<file path="src/rtl/mpa_pkg.sv">
// State-code encoding shared by the microprogram automaton and its operational unit.
`default_nettype none

package mpa_pkg;

  localparam logic [3:0] S_Y0 = 4'd0;
  localparam logic [3:0] S_Y1 = 4'd1;
  localparam logic [3:0] S_Y2 = 4'd2;
  localparam logic [3:0] S_Y3 = 4'd3;
  localparam logic [3:0] S_Y4 = 4'd4;
  localparam logic [3:0] S_Y5 = 4'd5;
  localparam logic [3:0] S_Y6 = 4'd6;
  localparam logic [3:0] S_Y7 = 4'd7;
  localparam logic [3:0] S_Y8 = 4'd8;
  localparam logic [3:0] S_Y9 = 4'd9;
  localparam logic [3:0] S_YK = 4'd10;

  localparam logic [3:0] S_ILL_LO = 4'd11;
  localparam logic [3:0] S_ILL_HI = 4'd15;

  function automatic logic is_illegal(input logic [3:0] code);
    return (code >= S_ILL_LO) && (code <= S_ILL_HI);
  endfunction

endpackage

`default_nettype wire

</file>
<file path="src/rtl/mpa_opunit.sv">
// Operational unit: decodes automaton state codes into register micro-operations
// computing |A-B|, a sign flag and a saturating cycle count; returns x1/x2 conditions.
`default_nettype none

module mpa_opunit
  import mpa_pkg::*;
#(
  parameter int W     = 8,
  parameter int CNT_W = 8
) (
  input  logic             clk,
  input  logic             reset,
  input  logic [3:0]       y,
  input  logic [W-1:0]     data_in,
  input  logic             in_valid,
  output logic             in_ready,
  output logic             x1,
  output logic             x2,
  output logic [W-1:0]     result,
  output logic             neg,
  output logic             out_valid,
  output logic [CNT_W-1:0] cycles,
  output logic             err
);

  logic [W-1:0]     a_q, a_d;
  logic [W-1:0]     b_q, b_d;
  logic [W-1:0]     b_hold_q, b_hold_d;
  logic             b_flag_q, b_flag_d;
  logic [W-1:0]     result_q, result_d;
  logic             neg_q, neg_d;
  logic [CNT_W-1:0] cycles_q, cycles_d;
  logic             err_q, err_d;
  logic             out_valid_q, out_valid_d;
  logic             accept;

  // Gated by reset so no operand is ever acknowledged while the unit is held in reset.
  assign in_ready = reset && (y == S_Y3) && !b_flag_q;
  assign accept   = in_valid && in_ready;

  always_comb begin
    a_d         = a_q;
    b_d         = b_q;
    b_hold_d    = b_hold_q;
    b_flag_d    = b_flag_q;
    result_d    = result_q;
    neg_d       = neg_q;
    cycles_d    = cycles_q;
    err_d       = err_q;
    out_valid_d = 1'b0;

    if ((y >= S_Y2) && (y <= S_Y9) && (cycles_q != {CNT_W{1'b1}})) begin
      cycles_d = cycles_q + 1'b1;
    end

    case (y)
      S_Y0: begin
        err_d    = 1'b0;
        b_flag_d = 1'b0;
      end
      S_Y1: begin
        a_d      = '0;
        b_d      = '0;
        b_flag_d = 1'b0;
        cycles_d = {{(CNT_W-1){1'b0}}, 1'b1};
      end
      S_Y2: a_d = data_in;
      S_Y3: begin
        if (accept) begin
          b_hold_d = data_in;
          b_flag_d = 1'b1;
        end
      end
      S_Y4: begin
        b_d      = b_hold_q;
        b_flag_d = 1'b0;
      end
      S_Y6: result_d = b_q - a_q;
      S_Y7: neg_d = 1'b1;
      S_Y8: begin
        result_d = a_q - b_q;
        neg_d    = 1'b0;
      end
      S_YK: out_valid_d = 1'b1;
      default: begin
        if (is_illegal(y)) err_d = 1'b1;
      end
    endcase
  end

  always_ff @(posedge clk or negedge reset) begin
    if (!reset) begin
      a_q         <= '0;
      b_q         <= '0;
      b_hold_q    <= '0;
      b_flag_q    <= 1'b0;
      result_q    <= '0;
      neg_q       <= 1'b0;
      cycles_q    <= '0;
      err_q       <= 1'b0;
      out_valid_q <= 1'b0;
    end else begin
      a_q         <= a_d;
      b_q         <= b_d;
      b_hold_q    <= b_hold_d;
      b_flag_q    <= b_flag_d;
      result_q    <= result_d;
      neg_q       <= neg_d;
      cycles_q    <= cycles_d;
      err_q       <= err_d;
      out_valid_q <= out_valid_d;
    end
  end

  assign x1        = b_flag_q;
  assign x2        = (a_q >= b_q);
  assign result    = result_q;
  assign neg       = neg_q;
  assign out_valid = out_valid_q;
  assign cycles    = cycles_q;
  assign err       = err_q;

endmodule

`default_nettype wire

</file>
<file path="config.mk">
export PLATFORM = sky130hd
export DESIGN_NAME = mpa_opunit
export DESIGN_NICKNAME = d
export VERILOG_FILES = /design/src/rtl/mpa_pkg.sv /design/src/rtl/mpa_opunit.sv
export SDC_FILE = /design/constraint.sdc
export NUM_CORES = 1
export LEC_CHECK = 0
export BUFFER_PORTS_ARGS = -buffer_cell sky130_fd_sc_hd__buf_2
export CORE_MARGIN = 2
export CORE_UTILIZATION = 51
export DETAILED_ROUTE_END_ITERATION = 8
export PLACE_DENSITY = 0.77
export SYNTH_ARGS = -nofsm -noshare
export SYNTH_HDL_FRONTEND = slang
export SYNTH_SLANG_ARGS = --single-unit
</file>
<file path="constraint.sdc">
create_clock -name clk -period 1.7 [get_ports clk]
set_input_delay 0.085 -clock clk [delete_from_list [all_inputs] [get_ports clk]]
set_output_delay 0.085 -clock clk [all_outputs]
set_load 0.02 [all_outputs]
</file>
==> results of run 1 <==
sequential cells by signal, indices dropped and copies added (netlist names):
signal / cells
x1: 1
neg: 1
b_q: 8
result: 8
cycles: 8
b_hold_q: 8
err: 1
out_valid: 1
a_q: 8
layer usage:
| layer | global-route usage | share of wire | vias to the layer above |
|---|---|---|---|
| met1 | 0.296 | 0.46 | 1073 |
| met5 | 0 | 0 | - |
| met3 | 0.0482 | 0.032 | 8 |
| li1 | - | - | 1048 |
| met4 | 0.0853 | 0.014 | 0 |
| met2 | 0.316 | 0.49 | 47 |
area by class of cell:
cell class                 instances  area (µm²)
tap                               67        83.8
clock inverter                     3        42.5
sequential                        44        1100
multi-input combinational        189        1470
timing repair buffer              67         435
inverter                          16        62.6
clock buffer                       5        68.8
fill                             348        1520
kinds of logic (layout without fill, tap and decap cells):
logic type,Yosys count,count (layout)
AOI/OAI and AO/OA,58,58
xor gates and xnor gates,8,8
adders and majority gates,20,20
buffers and inverters,32,91
DFF,44,44
muxes,10,10
and+or+nand+nor,93,93
repair_timing:
action | CTS | global route
resized for setup | 10 | 29
cloned | 0 | 0
buffers inserted | 4 | 2
endpoints found under the setup margin | 6 | 9
endpoints found under the hold margin | 48 | 0
hold buffers | 5 | 0
pin swaps | 4 | 14
metrics by stage:
step	total power, mW	util
3_3_place_gp	2.82	0.610
5_1_grt	4.17	0.682
4_1_cts	3.76	0.655
3_5_place_dp	2.88	0.610
2_1_floorplan	2.37	-
6_report	3.93	0.682
path summary, 6_finish.rpt:
| path | to | slack [ns] | cells after the start | from |
|---|---|---|---|---|
| max in group asynchronous | result[3] | 0.88 | 3 | reset |
| worst min register to register | result[1] | 0.48 | 2 | result[1] |
| worst max register to register | result[6] | -0.29 | 8 | a_q[0] |
| min in group asynchronous | a_q[1] | 0.44 | 3 | reset |
| worst min-delay path | a_q[6] | -0.002 | 3 | data_in[6] |
| worst max-delay path | x2 | -0.39 | 9 | a_q[0] |
layout by cell type (no fill, tap or decap), drive strengths merged, types with 3 or more instances in the layout:
master / instances
nor2: 11
clkbuf: 5
a21oi: 11
ha: 18
o31ai: 15
mux2: 8
nand4: 6
a211o: 3
nand3b: 6
inv: 16
and3: 3
and2: 3
dlygate4sd3: 5
xor2: 6
nand2: 44
nand3: 8
o2111ai: 3
o21ai: 13
buf: 62
nor4b: 3
dfrtp: 44
power by group:
part	switching, mW	internal [mW]	leakage, nW	total [mW]
clock	0.381	0.435	0.0541	0.816
sequential	0.151	1.28	0.569	1.43
combinational	0.941	0.741	0.857	1.68
worst max-delay path: stages, from the launching register on:
cell      delay (ns)
dfrtp_1         0.38
inv_2           0.05
buf_4           0.13
ha_1            0.33
nand2_2         0.08
a21boi_2        0.05
o21a_1          0.17
o211ai_1        0.23
a21oi_2         0.10
buf_4           0.17
==> flow_summary_export.csv, run 1 <==
group,metric,value,unit
cells_and_area,drive_gt1_frac,0.349,
sta,slew_viol_final,0,
synth,synth_compound_gate_area_share,0.154,
synth,muxShareOfSynthArea,0.0430,
floorplanning,die-area,0.00561,mm²
routing,final_antenna_net_count,0,
clock_tree,path_clk_slew,0.09,ns
floorplanning,die_w,74.9,µm
routing,dr.first_iter.drc_count,129,
sta,fin_crit_sh,1.23,
synth,ys_ff_latch,44,
sta,tightest_slew,0.553,ns
critical_path,cp_max_fo,2,
cells_and_area,layout.nets,358,
synth,synth_area,0.00256,mm²
placed_design,place.gp.congestion,0.843,
status,violations,"hold timing, setup timing",
clock_tree,clockRootBuffer,"clkbuf_8",
sta,fin_tns_setup,-0.838,ns
placed_design,pre_cts_slack,-0.146,ns
synth,async_flop_share,1.00,
clock_tree,clockBufferDepth,2,
global_route,grt_pass1_vias,1925,
worst_hold_path,min_path_type,"in2reg",
routing,routedWlPerCell,15.4,µm
floorplanning,rows,25,
floorplanning,core_area,0.00479,mm²
sta,max_freq,479,MHz
global_route,grt_pass1_wl,9000,µm
power_and_ir_drop,power.density,1200,mW/mm²
routing,drcViolationCount,0,
power_and_ir_drop,total_leakage_power,1.48,nW
synth,yosys.area_share.simple,0.187,
synth,synthFlopType,"dfrtp_1",
sta,finalCriticalPeriod,2.09,ns
run,max-cap-violations,0,
critical_path,critPathLaunchType,"register",
sta,timing.hold.ws,-0.00161,ns
clock_tree,cts_buffers,5,
global_route,antenna_found_initial,0,
cells_and_area,area_delta_synth_final,27.4,%
global_route,grt_usage,0.211,
synth,synth_top_family_by_area,"simple AND/OR/NAND/NOR gates",
synth,yosysWarnings,0,
critical_path,cp.required,1.62,ns
synth,ys_top_cells_by_count,"44 x dfrtp_1, 44 x nand2_1, 18 x ha_1",
cells_and_area,stdcell_area,0.00326,mm²
floorplanning,die-height,74.9,µm
global_route,gr-total-overflow,0,
power_and_ir_drop,vdd_drop_max,579,µV
cells_and_area,antenna-diode-count,0,
sta,finalHoldViolCount,1,
floorplanning,io_pins,37,
synth,avgSynthCellArea,9.67,µm²
global_route,grt_max_degree,45,
placed_design,dp_hpwl,3910,µm
clock_tree,htreeDepth,2,
routing,wl,6020,µm
placed_design,placed_area,0.00292,mm²
synth,synth_fp_nets,300,
critical_path,crit_type,"reg2out",
placed_design,numPortBuffers,36,
sta,layout_setup_ws,-0.387,ns
synth,synthXorXnorAreaFrac,0.0273,
clock_tree,cts_num_sinks,44,
floorplanning,initial_utilization,0.535,
synth,synth_top_area_share,0.430,
synth,synth_edf_count,0,
synth,yosysSeqAreaShare,0.430,
routing,dr.pass1.iters,4,
synth,syn_inst,265,
sta,relSlewSlack,0.631,
sta,setup_viol,5,
synth,ys_types,42,
critical_path,critPathArrivalTime,2.00,ns
sta,fin_skew,0.00799,ns
status,outcome,"complete, but fails checks",
synth,synth_top_cell_by_area,"dfrtp_1",
synth,synthAdderAreaFrac,0.104,
sta,grt_setup_unrepaired,"yes",
synth,synth_area_leaders,"dfrtp_1 43%, ha_1 8.8%, nand2_1 6.4%, o31ai_1 4.4%, mux2_2 3.5%",
routing,viasPerCell,5.57,
routing,routed-via-count,2176,
cells_and_area,fin_cells,391,
clock_tree,insertion_delay,0.31,ns
critical_path,cp-end-kind,"output pin",
clock_tree,cts_tree,"yes",
placed_design,dpl.cell_count,374,
No activity file was read; power rests on OpenSTA's default activity.
==> run 2, diff against run 1 <==
==> constraint.sdc (replaced) <==
create_clock -name clk -period 1.7 [get_ports clk]
set_input_delay 0 -clock clk [delete_from_list [all_inputs] [get_ports clk]]
set_output_delay 0 -clock clk [all_outputs]
set_load 0.02 [all_outputs]
==> run 2 against run 1 <==
  * Clock skew down 0.0011 ns
  * Critical path type unchanged
  * Global-route usage up 0.79 points
  * Sequential share of layout area down 0.51 points
  * Final cell count up 0.77%
  * Largest power group unchanged
  * Routed wire length up 4.8%
  * The run ends with setup timing left
  * Clock power up 5.8%
  * Maximum frequency up 2.9%
==> flow_summary_export.csv, run 2 (synthesized netlist as in run 1, its figures left out) <==
group,metric,value,unit
floorplanning,die_w,74.9,µm
status,outcome,"complete, but fails checks",
placed_design,dp_hpwl,3880,µm
critical_path,critPathLaunchType,"register",
cells_and_area,layout_common_cells,"44 x dfrtp_1, 42 x nand2_1, 35 x buf_2",
critical_path,cp-end-kind,"output pin",
global_route,antenna_found_initial,0,
placed_design,dpl.cell_count,371,
cells_and_area,antenna-diode-count,0,
routing,routed-via-count,2214,
cells_and_area,fillers,356,
cells_and_area,drive_gt1_frac,0.330,
routing,final_antenna_net_count,0,
cells_and_area,stdcell_area,0.00331,mm²
sta,max_freq,493,MHz
floorplanning,io_pins,37,
critical_path,cp_max_fo,2,
sta,slew_viol_final,0,
global_route,grt_pass1_vias,1940,
placed_design,place.gp.congestion,0.852,
critical_path,cp.required,1.70,ns
routing,drcViolationCount,0,
floorplanning,initial_utilization,0.535,
critical_path,crit_type,"reg2out",
routing,dr.pass1.iters,7,
sta,layout_setup_ws,-0.327,ns
sta,relSlewSlack,0.629,
sta,fin_crit_sh,1.19,
critical_path,critPathArrivalTime,2.03,ns
sta,grt_setup_unrepaired,"yes",
cells_and_area,regArea,0.00110,mm²
routing,dr.first_iter.drc_count,193,
routing,wl,6310,µm
sta,tightest_slew,0.556,ns
global_route,grt_usage,0.219,
clock_tree,cts_num_sinks,44,
placed_design,pre_cts_slack,-0.125,ns
sta,fin_skew,0.00684,ns
clock_tree,cts_tree,"yes",
cells_and_area,mostFrequentLayoutCell,"dfrtp_1",
clock_tree,path_clk_slew,0.09,ns
sta,finalCriticalPeriod,2.03,ns
power_and_ir_drop,total_leakage_power,1.51,nW
cells_and_area,layout.nets,361,
cells_and_area,area_delta_synth_final,29.3,%
clock_tree,clockRootBuffer,"clkbuf_8",
global_route,gr-total-overflow,0,
sta,finalHoldViolCount,0,
cells_and_area,fin_cells,394,
run,max-cap-violations,0,
floorplanning,die-area,0.00561,mm²
floorplanning,die-height,74.9,µm
global_route,grt_pass1_wl,9320,µm
cells_and_area,multi_input_area,0.00147,mm²
placed_design,numPortBuffers,36,
power_and_ir_drop,power.density,1190,mW/mm²
clock_tree,insertion_delay,0.30,ns
status,violations,"setup timing",
routing,viasPerCell,5.62,
power_and_ir_drop,vdd_drop_max,552,µV
floorplanning,core_area,0.00479,mm²
power_and_ir_drop,p_total,3.94,mW
worst_hold_path,min_path_type,"in2reg",
global_route,grt_max_degree,45,
floorplanning,rows,25,
cells_and_area,final_util,0.693,
placed_design,placed_area,0.00289,mm²
sta,setup_viol,4,
clock_tree,cts_buffers,5,
clock_tree,clockBufferDepth,2,
routing,routedWlPerCell,16.0,µm
clock_tree,htreeDepth,2,
-- run 2: cell count changes in the layout (fill, tap and decap cells not counted), sizes merged --
cell	change
dlygate4sd3	+5
buf	-2
clkbuf	+1
clkinvlp	-1
-- run 2: worst max-delay path, stage by stage (launching register included) --
cell and delay, ns:
dfrtp_1 0.36, inv_1 0.07, buf_4 0.14, ha_1 0.32
nand2_1 0.11, a21boi_2 0.07, o21a_1 0.16, o211ai_1 0.22
a21oi_1 0.10, buf_4 0.18
-- run 2: cell type report --
cell class,count,area share
Timing Repair Buffer,70,0.144
Inverter,16,0.0189
Sequential cell,44,0.332
Tap cell,67,0.0253
Clock buffer,6,0.0249
Multi-Input combinational cell,189,0.443
Clock inverter,2,0.0117
-- run 2: where the power goes --
group	internal, mW	total, mW	leakage (nW)	switching [mW]
logic	0.712	1.64	0.875	0.931
clock network	0.481	0.863	0.0614	0.382
registers	1.28	1.43	0.569	0.153
total	2.47	3.94	1.51	1.47
-- run 2: repair_timing --
action,4_1_cts,5_1_grt
hold buffers,10,0
pin swaps,7,9
endpoints found under the setup margin,5,12
buffers inserted,4,2
endpoints found under the hold margin,61,0
resized for setup,18,22
-- run 2: metal layers --
| layer | global-route usage | part of all wire |
|---|---|---|
| met5 | 0 | 0 |
| met4 | 0.111 | 0.030 |
| met3 | 0.0402 | 0.060 |
| met2 | 0.327 | 0.48 |
| met1 | 0.305 | 0.43 |
-- run 2: metrics by stage --
| step | TNS (ns) | hold slack (ns) |
|---|---|---|
| 3_5_place_dp | -0.193 | 0.195 |
| 6_report | -0.735 | 0.0193 |
| 4_1_cts | -0.516 | 0.0150 |
| 2_1_floorplan | -0.0328 | -0.296 |
| 3_3_place_gp | -0.0657 | 0.177 |
| 5_1_grt | -1.21 | 0.0345 |
-- run 2: path summary, 6_finish.rpt --
| check | start | to | slack, ns | cells after the start |
|---|---|---|---|---|
| min | y[2] | out_valid | 0.02 | 2 |
| max | a_q[0] | x2 | -0.33 | 9 |
| min in group asynchronous | reset | b_q[0] | 0.38 | 3 |
| max reg2reg | a_q[0] | result[6] | -0.30 | 9 |
| min reg2reg | b_hold_q[0] | b_q[0] | 0.47 | 2 |
| max in group asynchronous | reset | result[3] | 0.94 | 3 |
==> run 3, diff against run 2 <==
--- a/config.mk
+++ b/config.mk
@@ -7,9 +7,9 @@
 export LEC_CHECK = 0
 export BUFFER_PORTS_ARGS = -buffer_cell sky130_fd_sc_hd__buf_2
 export CORE_MARGIN = 2
-export CORE_UTILIZATION = 51
+export CORE_UTILIZATION = 35
 export DETAILED_ROUTE_END_ITERATION = 8
-export PLACE_DENSITY = 0.77
+export PLACE_DENSITY = 0.57
 export SYNTH_ARGS = -nofsm -noshare
 export SYNTH_HDL_FRONTEND = slang
 export SYNTH_SLANG_ARGS = --single-unit
==> run 3 against run 2 <==
  * Total power is 5.0% lower
  * Largest power group unchanged
  * Combinational power is 3% lower
  * Sequential cell count stayed put
  * Setup slack better by 0.086 ns
  * Sequential power hardly changed
  * Maximum frequency is 4.4% higher
  * The flow still finishes with violations (setup timing)
  * Utilization is 23 points lower
  * Critical path depth is 1 lower
  * Routed wire length is 9.1% lower
  * Final cell count is 8.9% higher
==> flow_summary_export.csv, run 3 (synthesized netlist as in run 1, its figures left out) <==
group,metric,value,unit
sta,grt_setup_unrepaired,"yes",
global_route,grt_usage,0.151,
sta,setup_viol,3,
power_and_ir_drop,total_leakage_power,1.49,nW
critical_path,r2r.worst_path.cells,8,
sta,max_freq,515,MHz
floorplanning,rows,31,
run,max-cap-violations,0,
worst_hold_path,min_from,"y[1]",
routing,drcViolationCount,0,
floorplanning,die-height,89.6,µm
status,outcome,"complete, but fails checks",
clock_tree,clockRootBuffer,"clkbuf_8",
cells_and_area,fillers,719,
floorplanning,die-area,0.00802,mm²
critical_path,crit_type,"reg2out",
sta,finalHoldViolCount,0,
clock_tree,cts_buffers,5,
placed_design,place.gp.congestion,0.776,
critical_path,cp-end-kind,"output pin",
clock_tree,clockBufferDepth,2,
critical_path,critPathLaunchType,"register",
sta,timing.hold.ws,0.00837,ns
routing,final_antenna_net_count,0,
cells_and_area,area_delta_synth_final,28.8,%
clock_tree,htreeDepth,2,
critical_path,rrSetupSlack,-0.11,ns
power_and_ir_drop,p_total,3.74,mW
sta,slew_viol_final,0,
placed_design,numPortBuffers,36,
cells_and_area,antenna-diode-count,0,
routing,viasPerCell,4.97,
routing,dr.first_iter.drc_count,105,
sta,finalCriticalPeriod,1.94,ns
floorplanning,die_w,89.6,µm
critical_path,r2r-start,"a_q[0]",
cells_and_area,drive_gt1_frac,0.324,
cells_and_area,layout.nets,364,
sta,relSlewSlack,0.619,
routing,dr.pass1.iters,4,
sta,fin_skew,0.00622,ns
critical_path,reg2reg_to,"result[6]",
global_route,grt_pass1_vias,1999,
global_route,grt_pass1_wl,9450,µm
sta,layout_setup_ws,-0.241,ns
clock_tree,cts_tree,"yes",
floorplanning,initial_utilization,0.357,
critical_path,cp_max_fo,3,
worst_hold_path,min_path_type,"in2reg",
routing,routed-via-count,2131,
global_route,grt_max_degree,45,
status,violations,"setup timing",
clock_tree,path_clk_slew,0.09,ns
global_route,gr-total-overflow,0,
worst_hold_path,min_to,"out_valid",
routing,routedWlPerCell,13.4,µm
placed_design,dp_hpwl,4060,µm
worst_hold_path,min_path_cells,2,
clock_tree,cts_num_sinks,44,
cells_and_area,layout_common_cells,"44 x dfrtp_1, 43 x nand2_1, 35 x buf_2",
routing,wl,5740,µm
cells_and_area,mostFrequentLayoutCell,"dfrtp_1",
global_route,antenna_found_initial,0,
critical_path,critPathArrivalTime,1.94,ns
power_and_ir_drop,vdd_drop_max,332,µV
clock_tree,insertion_delay,0.31,ns
critical_path,cp.required,1.70,ns
sta,tightest_slew,0.571,ns
power_and_ir_drop,power.density,1130,mW/mm²
floorplanning,core_area,0.00718,mm²
sta,fin_crit_sh,1.14,
floorplanning,io_pins,37,
==> run 3: critical path, stage by stage, from the launching register on <==
cell and delay [ns]:
dfrtp_1 0.36, inv_1 0.06, ha_2 0.19, fa_2 0.36
a21boi_2 0.12, o21a_1 0.11, o211ai_1 0.11, a21oi_1 0.15
buf_4 0.17
==> run 3: worst max-delay path by stage <==
stage                 from  depth (start not counted)         to  slack (ns)
floorplan           a_q[0]                          8  result[6]       -0.03
finish              a_q[0]                          8         x2       -0.24
global route        a_q[0]                          8         x2       -0.34
detailed placement  a_q[0]                          8  result[6]       -0.13
CTS                 b_q[0]                          7         x2       -0.24
global placement    a_q[0]                          8  result[6]       -0.07
==> run 3: cell type report <==
class,instances,area (µm²),area share
multi-input combinational,189,1440,0.435
sequential,44,1100,0.334
timing repair buffer,73,483,0.146
tap,99,124,0.0375
clock buffer,6,82.6,0.0250
inverter,16,60.1,0.0182
clock inverter,2,15.0,0.00455
==> run 3: where the power goes <==
part           total (mW)  switching [mW]  internal, mW
Combinational        1.59           0.873         0.719
Clock               0.718           0.389         0.329
Sequential           1.43           0.150          1.28
Total                3.74            1.41          2.33
==> run 3: repair_timing <==
action,in CTS,in global routing
gates resized for setup,12,15
hold buffers,9,0
pin swaps,3,5
setup buffers,2,3
endpoints found under the setup margin,5,6
endpoints found under the hold margin,60,0
==> run 3: layer usage <==
metal / part of all wire / GRT usage / up-vias
li1: - / - / 1063
met1: 0.50 / 0.213 / 1024
met2: 0.46 / 0.234 / 36
met3: 0.025 / 0.0259 / 8
met4: 0.014 / 0.0502 / 0
met5: 0 / 0 / -
==> run 3: through the flow <==
stage	utilization	setup TNS, ns	area [µm²]	worst slack, ns	cells
2_1_floorplan	-	-0.0328	2570	-0.0328	265
3_3_place_gp	0.413	-0.0744	2960	-0.0744	407
3_5_place_dp	0.413	-0.183	2960	-0.127	407
4_1_cts	0.447	-0.372	3210	-0.244	426
5_1_grt	0.460	-0.887	3300	-0.336	429
6_report	0.460	-0.429	3300	-0.241	429
